[src/rtl/ddr3_cmd_timing_ctrl.sv]
// DDR3 command sequencer: accepts one command at a time, issues it to the driver, then
// holds the shared delay counter enabled until it reports done before accepting the next.
module ddr3_cmd_timing_ctrl #(
    parameter int unsigned ADDR_W  = 15,
    parameter int unsigned T_RCD   = 5,
    parameter int unsigned T_CL    = 5,
    parameter int unsigned T_CWL   = 5,
    parameter int unsigned T_BURST = 4,
    parameter int unsigned T_WR    = 6,
    parameter int unsigned T_RP    = 5,
    parameter int unsigned T_RFC   = 44
) (
    input  logic              clock,
    input  logic              reset,
    input  logic              cmd_valid,
    input  logic [2:0]        cmd_code,
    input  logic [ADDR_W-1:0] cmd_addr,
    output logic              cmd_ready,
    output logic              cmd_err,
    output logic              issue,
    output logic [2:0]        issue_code,
    output logic [ADDR_W-1:0] issue_addr,
    output logic              busy,
    output logic [15:0]       issued_cnt,
    output logic              cnt_en,
    output logic [31:0]       cnt_max,
    input  logic              cnt_done
);

    localparam int unsigned CNT_W = 32;
    localparam int unsigned ISSUED_W = 16;

    localparam int unsigned D_ACT = T_RCD;
    localparam int unsigned D_RD  = T_CL + T_BURST;
    localparam int unsigned D_WR  = T_CWL + T_BURST + T_WR;
    localparam int unsigned D_PRE = T_RP;
    localparam int unsigned D_REF = T_RFC;

    localparam logic [2:0] CODE_ACT = 3'd0;
    localparam logic [2:0] CODE_RD  = 3'd1;
    localparam logic [2:0] CODE_WR  = 3'd2;
    localparam logic [2:0] CODE_PRE = 3'd3;
    localparam logic [2:0] CODE_REF = 3'd4;

    // A delay below 2 would let done fire while still in ISSUE.
    if (D_ACT < 2 || D_RD < 2 || D_WR < 2 || D_PRE < 2 || D_REF < 2) begin : g_bad_delay
        $error("ddr3_cmd_timing_ctrl: every derived delay must be >= 2");
    end

    typedef enum logic [1:0] {
        S_IDLE  = 2'd0,
        S_ISSUE = 2'd1,
        S_WAIT  = 2'd2
    } state_t;

    state_t            state;
    state_t            state_nx;
    logic              legal_c;
    logic [CNT_W-1:0]  delay_c;
    logic              accept_c;
    logic              err_c;

    // Delay lookup for the offered code.
    always_comb begin
        legal_c = 1'b1;
        delay_c = '0;
        case (cmd_code)
            CODE_ACT: delay_c = CNT_W'(D_ACT);
            CODE_RD:  delay_c = CNT_W'(D_RD);
            CODE_WR:  delay_c = CNT_W'(D_WR);
            CODE_PRE: delay_c = CNT_W'(D_PRE);
            CODE_REF: delay_c = CNT_W'(D_REF);
            default:  legal_c = 1'b0;
        endcase
    end

    always_ff @(posedge clock) begin
        if (reset) begin
            state <= S_IDLE;
        end else begin
            state <= state_nx;
        end
    end

    // Next state; done is only honoured in WAIT.
    always_comb begin
        state_nx = state;
        accept_c = 1'b0;
        err_c    = 1'b0;
        case (state)
            S_IDLE: begin
                if (cmd_valid) begin
                    if (legal_c) begin
                        accept_c = 1'b1;
                        state_nx = S_ISSUE;
                    end else begin
                        err_c = 1'b1;
                    end
                end
            end
            S_ISSUE: state_nx = S_WAIT;
            S_WAIT: begin
                if (cnt_done) begin
                    state_nx = S_IDLE;
                end
            end
            default: state_nx = S_IDLE;
        endcase
    end

    // Outputs are registered from the next state so they line up with the state register.
    always_ff @(posedge clock) begin
        if (reset) begin
            cmd_ready  <= 1'b1;
            cmd_err    <= 1'b0;
            issue      <= 1'b0;
            busy       <= 1'b0;
            cnt_en     <= 1'b0;
            issue_code <= '0;
            issue_addr <= '0;
            cnt_max    <= '0;
            issued_cnt <= '0;
        end else begin
            cmd_ready <= (state_nx == S_IDLE);
            cmd_err   <= err_c;
            issue     <= (state_nx == S_ISSUE);
            busy      <= (state_nx != S_IDLE);
            cnt_en    <= (state_nx != S_IDLE);
            if (accept_c) begin
                issue_code <= cmd_code;
                issue_addr <= cmd_addr;
                cnt_max    <= delay_c;
                issued_cnt <= issued_cnt + ISSUED_W'(1);
            end
        end
    end

endmodule
[config.mk]
export PLATFORM = sky130hd
export DESIGN_NAME = ddr3_cmd_timing_ctrl
export DESIGN_NICKNAME = d
export VERILOG_FILES = /design/src/rtl/ddr3_cmd_timing_ctrl.sv
export SDC_FILE = /design/constraint.sdc
export NUM_CORES = 1
export LEC_CHECK = 0
export ABC_AREA = 1
export BUFFER_PORTS_ARGS = -buffer_cell sky130_fd_sc_hd__buf_2
export CAP_MARGIN = 15
export CORE_MARGIN = 4
export CORE_UTILIZATION = 50
export DETAILED_ROUTE_END_ITERATION = 16
export PLACE_DENSITY = 0.84
export REMOVE_ABC_BUFFERS = 1
export SLEW_MARGIN = 20
export SYNTH_ARGS = -nofsm -noshare
export SYNTH_HDL_FRONTEND = slang
export SYNTH_SLANG_ARGS = --single-unit
export TNS_END_PERCENT = 1
[constraint.sdc]
create_clock -name clock -period 2.5 [get_ports clock]
set_clock_uncertainty 0.1 [all_clocks]
set_input_delay 0.125 -clock clock [delete_from_list [all_inputs] [get_ports clock]]
set_output_delay 0.125 -clock clock [all_outputs]
set_load 0.03 [all_outputs]
### Word-level counts from Yosys, hierarchy flattened

Cells that the tools add are included.

* output and inout bits: 71
* bits in registers: 72
* logic and storage cells: 36

* equality and inequality tests: 7
* bitwise logic cells: 2
* reduce and logical (&&, ||, !) cells: 7
* muxes and demuxes: 10
* add/subtract/negate cells: 1

Operator list (count)
* $pmux W6 S4: 1
* $add A16 B1 Y16 const B: 1
* $eq A3 B2 Y1 const B: 2
* $mux W2: 3
* $pmux W2 S3: 1
* $mux W1: 5
* $reduce_or A5 Y1: 1
* $eq A2 B1 Y1 const B: 2
* $logic_not A2 Y1: 2
* $eq A3 B1 Y1 const B: 1
* $eq A3 B3 Y1 const B: 1
* $logic_not A3 Y1: 1
* $reduce_or A3 Y1: 1
* $eq A2 B2 Y1 const B: 1
* $not A1 Y1: 2
* $reduce_bool A2 Y1: 1
* $reduce_or A2 Y1: 1

### Longest topological paths before layout

* depth after elaboration: 7
* depth in mapped cells: 9
* gate-level depth less buffers: 9

### Worst setup path after synthesis

No wires, ideal clock.

* kind: register to register
* from: register issued_cnt[1]
* to: register issued_cnt[8]
* slack: 0.853 ns
* cell stages (with the launch flop): 9
* arrival: 1.431 ns
* required time: 2.284 ns
* cells stage by stage: dfxtp_1 -> ha_1 -> nand2_1 -> nor2_1 -> nand2_1 -> nor2_2 -> nand2_1 -> o21ai_0 -> nor2_1

* longest elaborated chain between the ends: 1

RTL lines
* start: declaration: line 24 `output logic [15:0] issued_cnt,`
* start signal: assignment: line 133 `issued_cnt <= issued_cnt + ISSUED_W'(1);`
* $add A16 B1 Y16: line 133

Every way passes these cells.
A chain may end at the register's enable or synchronous reset.

### Final worst setup path

* from: input port cmd_code[0]
* to: register issued_cnt[5]

* longest elaborated chain between the ends: 6

RTL lines
* start: declaration: line 16 `input logic [2:0] cmd_code,`
* $eq A3 B3 Y1, or another cell as far along: line 67 `case (cmd_code)`
* $reduce_or A5 Y1 (no source line) *
* $mux W1 *: line 67
* $mux W1 *: line 93 `if (legal_c) begin`
* $mux W1 *: line 92 `if (cmd_valid) begin`
* $mux W1 *: line 90 `case (state)`

Every way passes the cells marked *; elsewhere a longest branch is shown, timed or not.

==> flow_summary_export.csv <==
group,metric,value,unit
min_path,min_path_type,"input port to register",
detailed_routing,ant_nets,0,
clocking,insertion_delay,0.29,ns
floorplanning,num_rows,23,
detailed_routing,drt_wl_total,4440,um
placement,dp_hpwl,3200,um
sta,slew_violations,0,
sta,worst_slew_pin_slew,0.771,ns
finish,drive_gt1_frac,0.225,
setup_path,cp.required,2.59,ns
detailed_routing,drt-pass1-iter-count,4,
logic_synthesis,synth_top_cell_area_share,0.433,
power_and_ir_drop,ir_worst_vdd,0.429,mV
floorplanning,die_area,5250,um2
clocking,post_cts_buffers,0,
power_and_ir_drop,comb_power_share,0.189,
detailed_routing,drc,0,
run_status,outcome,"completed",
global_route,grt_pass1_wl,7600,um
setup_path,r2r_cells,8,
sta,worst_slack,0.607,ns
logic_synthesis,synth.area.top_cells,"dfxtp_1 (43%), nor2_1 (12%), buf_4 (10%)",
global_route,grt_pass1_vias,1777,
clocking,cts_buffer_depth,2,
sta,hold_viol,0,
power_and_ir_drop,p_seq_frac,0.471,
logic_synthesis,yosys_warnings,0,
logic_synthesis,synth_cells,286,
floorplanning,dieHeight,72.5,um
power_and_ir_drop,sw_frac_of_total,0.289,
min_path,hold-path-cell-count,4,
floorplanning,die_w,72.5,um
sta,rsz0062_at_grt,"no",
power_and_ir_drop,clkPwrFrac,0.339,
placement,gp_congestion,0.761,
logic_synthesis,synth_cell_types,25,
clocking,cts_buffers,5,
setup_path,cp-start-kind,"input port",
detailed_routing,drt-initial-drc-count,144,
detailed_routing,avgViaCountPerCell,4.60,
finish,fillCellCount,377,
sta,fmax,528,MHz
sta,setup_violations,0,
clocking,clock_sinks,45,
finish,utilization,0.642,
setup_path,cp_max_fo,28,
placement,io_buffers,65,
finish,seq_area,901,um2
global_route,grt_util_all_layers,0.180,
setup_path,arrival,1.98,ns
sta,slew-limit-headroom,0.485,
power_and_ir_drop,power_density,639,nW/um2
floorplanning,start_util,0.520,
finish,nNetsFinal,387,
power_and_ir_drop,power.internal,1.17,mW
finish,multiInputGateArea,888,um2
finish,syn_to_final_growth,23.5,%
floorplanning,core_area,4000,um2
clocking,clk_pin_slew_worst_paths,0.08,ns
clocking,clock_tree.root_cell,"clkbuf_8",
clocking,cts_tree,"done",
global_route,grt_max_degree,31,
finish,diodes,0,
floorplanning,io_pins,93,
placement,place_ws,0.758,ns
logic_synthesis,syn_avg_cell_area,7.27,um2
global_route,overflow,0,
logic_synthesis,synth-seq-cells,45,
logic_synthesis,yosysTopAreaCell,"dfxtp_1",
global_route,antenna_found_initial,0,
power_and_ir_drop,p_switching,474,uW
sta,fin_hold_ws,0.0230,ns
power_and_ir_drop,p_total,1.64,mW
setup_path,crit_path_end_kind,"register",
setup_path,path_class,"input port to register",
sta,tns,0,ns
sta,post-route-min-period,1.89,ns
sta,finalCritPeriodShare,0.757,
logic_synthesis,syn-cell-area,2080,um2
clocking,htreeDepth,2,
logic_synthesis,ys_seq_area_frac,0.433,
detailed_routing,wl_per_cell,10.7,um
power_and_ir_drop,leakagePower,1.27,nW
detailed_routing,vias,1911,
flow_run,maxCapViolCount,0,
-- per-stage QoR --
| stage | instance area, um2 | std cells |
|---|---|---|
| after floorplan | 1890 | 275 |
| after global placement | 2280 | 390 |
| after detailed placement | 2280 | 390 |
| after CTS | 2570 | 415 |
| after global routing | 2570 | 415 |
| final | 2570 | 415 |
-- layer usage --
layer  vias to the layer above  track usage  routed length (um)
li1                        991            -                   -
met1                       851        0.196                1810
met2                        61        0.324                2170
met3                         8       0.0637                 386
met4                         0       0.0594                  65
met5                         -            0                   0
-- repair_timing --
| item | 4_1_cts | 5_1_grt |
|---|---|---|
| hold buffers | 17 | 0 |
| gates resized for setup | 0 | 0 |
| endpoints found under the setup margin | 0 | 0 |
| hold endpoints to repair | 17 | 0 |
-- layout make-up --
| type | count | area share |
|---|---|---|
| flip-flops and latches | 45 | 0.351 |
| multi-input cells | 202 | 0.346 |
| repair buffers | 82 | 0.193 |
| inverters | 28 | 0.0409 |
| clock buffers | 7 | 0.0336 |
| well taps | 50 | 0.0244 |
| clock inverters | 1 | 0.0117 |
-- cells in the mapped netlist --
library cell / count
clkbuf_2: 1
nand4_1: 5
o21ai_0: 20
a21oi_1: 9
nor2_4: 3
nand3_1: 6
nand2_2: 2
dfxtp_1: 45
nand2_4: 1
a31oi_1: 2
inv_1: 27
inv_2: 1
a211oi_1: 1
buf_2: 1
nor3_1: 5
nor2_1: 66
ha_1: 1
conb_1: 1
nor2_2: 3
buf_12: 2
nand2_1: 47
nor3b_1: 1
buf_4: 29
o21ai_1: 3
clkbuf_1: 4
-- worst paths after layout --
path                                                  from                         end  slack [ns]
worst max register to register         state[1]$_SDFF_PP0_  issued_cnt[5]$_SDFFE_PP0P_        0.75
worst min-delay path                              cnt_done         state[1]$_SDFF_PP0_        0.02
worst min register to register  issue_code[2]$_SDFFE_PP0P_  issue_code[2]$_SDFFE_PP0P_        0.36
worst max-delay path                           cmd_code[0]  issued_cnt[5]$_SDFFE_PP0P_        0.61
-- worst max-delay path, cell delays in order --
cell	delay, ns
dlygate4sd3_1	0.53
buf_2	0.14
nor2_2	0.12
nor2_1	0.08
nor2_4	0.47
nand2_1	0.17
nor2_1	0.17
nand2_1	0.06
nand2_1	0.05
nor2_1	0.05
-- layout by cell type (no fill, tap or decap), types with 2 or more instances in the layout --
cell / instances
conb_1: 27
nand4_1: 5
nor2_2: 3
a21oi_1: 9
o21ai_0: 20
nor2_4: 3
dlygate4sd3_1: 17
buf_2: 65
nand2_1: 47
nand2_2: 2
inv_1: 27
nor3_1: 5
nand3_1: 6
dfxtp_1: 45
o21ai_1: 3
clkbuf_8: 6
a31oi_1: 2
nor2_1: 66
-- power groups by stage --
stage	sequential [mW]	clock (mW)	combinational, mW
after CTS	0.774	0.571	0.311
after detailed placement	0.790	0	0.291
after global routing	0.779	0.599	0.339
final	0.774	0.557	0.311
after floorplan	0.866	0	0.135
after global placement	0.789	0	0.287
-- cell families (layout without fill, tap and decap cells) --
| logic type | after synthesis | in the layout | share of synthesized area |
|---|---|---|---|
| simple gates | 139 | 139 | 0.286 |
| fa+ha+maj | 1 | 1 | 0.00602 |
| buf+inv | 65 | 118 | 0.187 |
| compound gates | 35 | 35 | 0.0866 |
| other cells | 1 | 27 | 0.00180 |
| flops | 45 | 45 | 0.433 |
-- state kept, by name, summed over array words and instances (netlist names) --
| name | flops |
|---|---|
| cmd_ready | 1 |
| cmd_err | 1 |
| issue | 1 |
| cnt_max | 5 |
| cnt_en | 1 |
| issue_code | 3 |
| issue_addr | 15 |
| state | 2 |
| issued_cnt | 16 |
No activity file was read; power rests on OpenSTA's default activity.
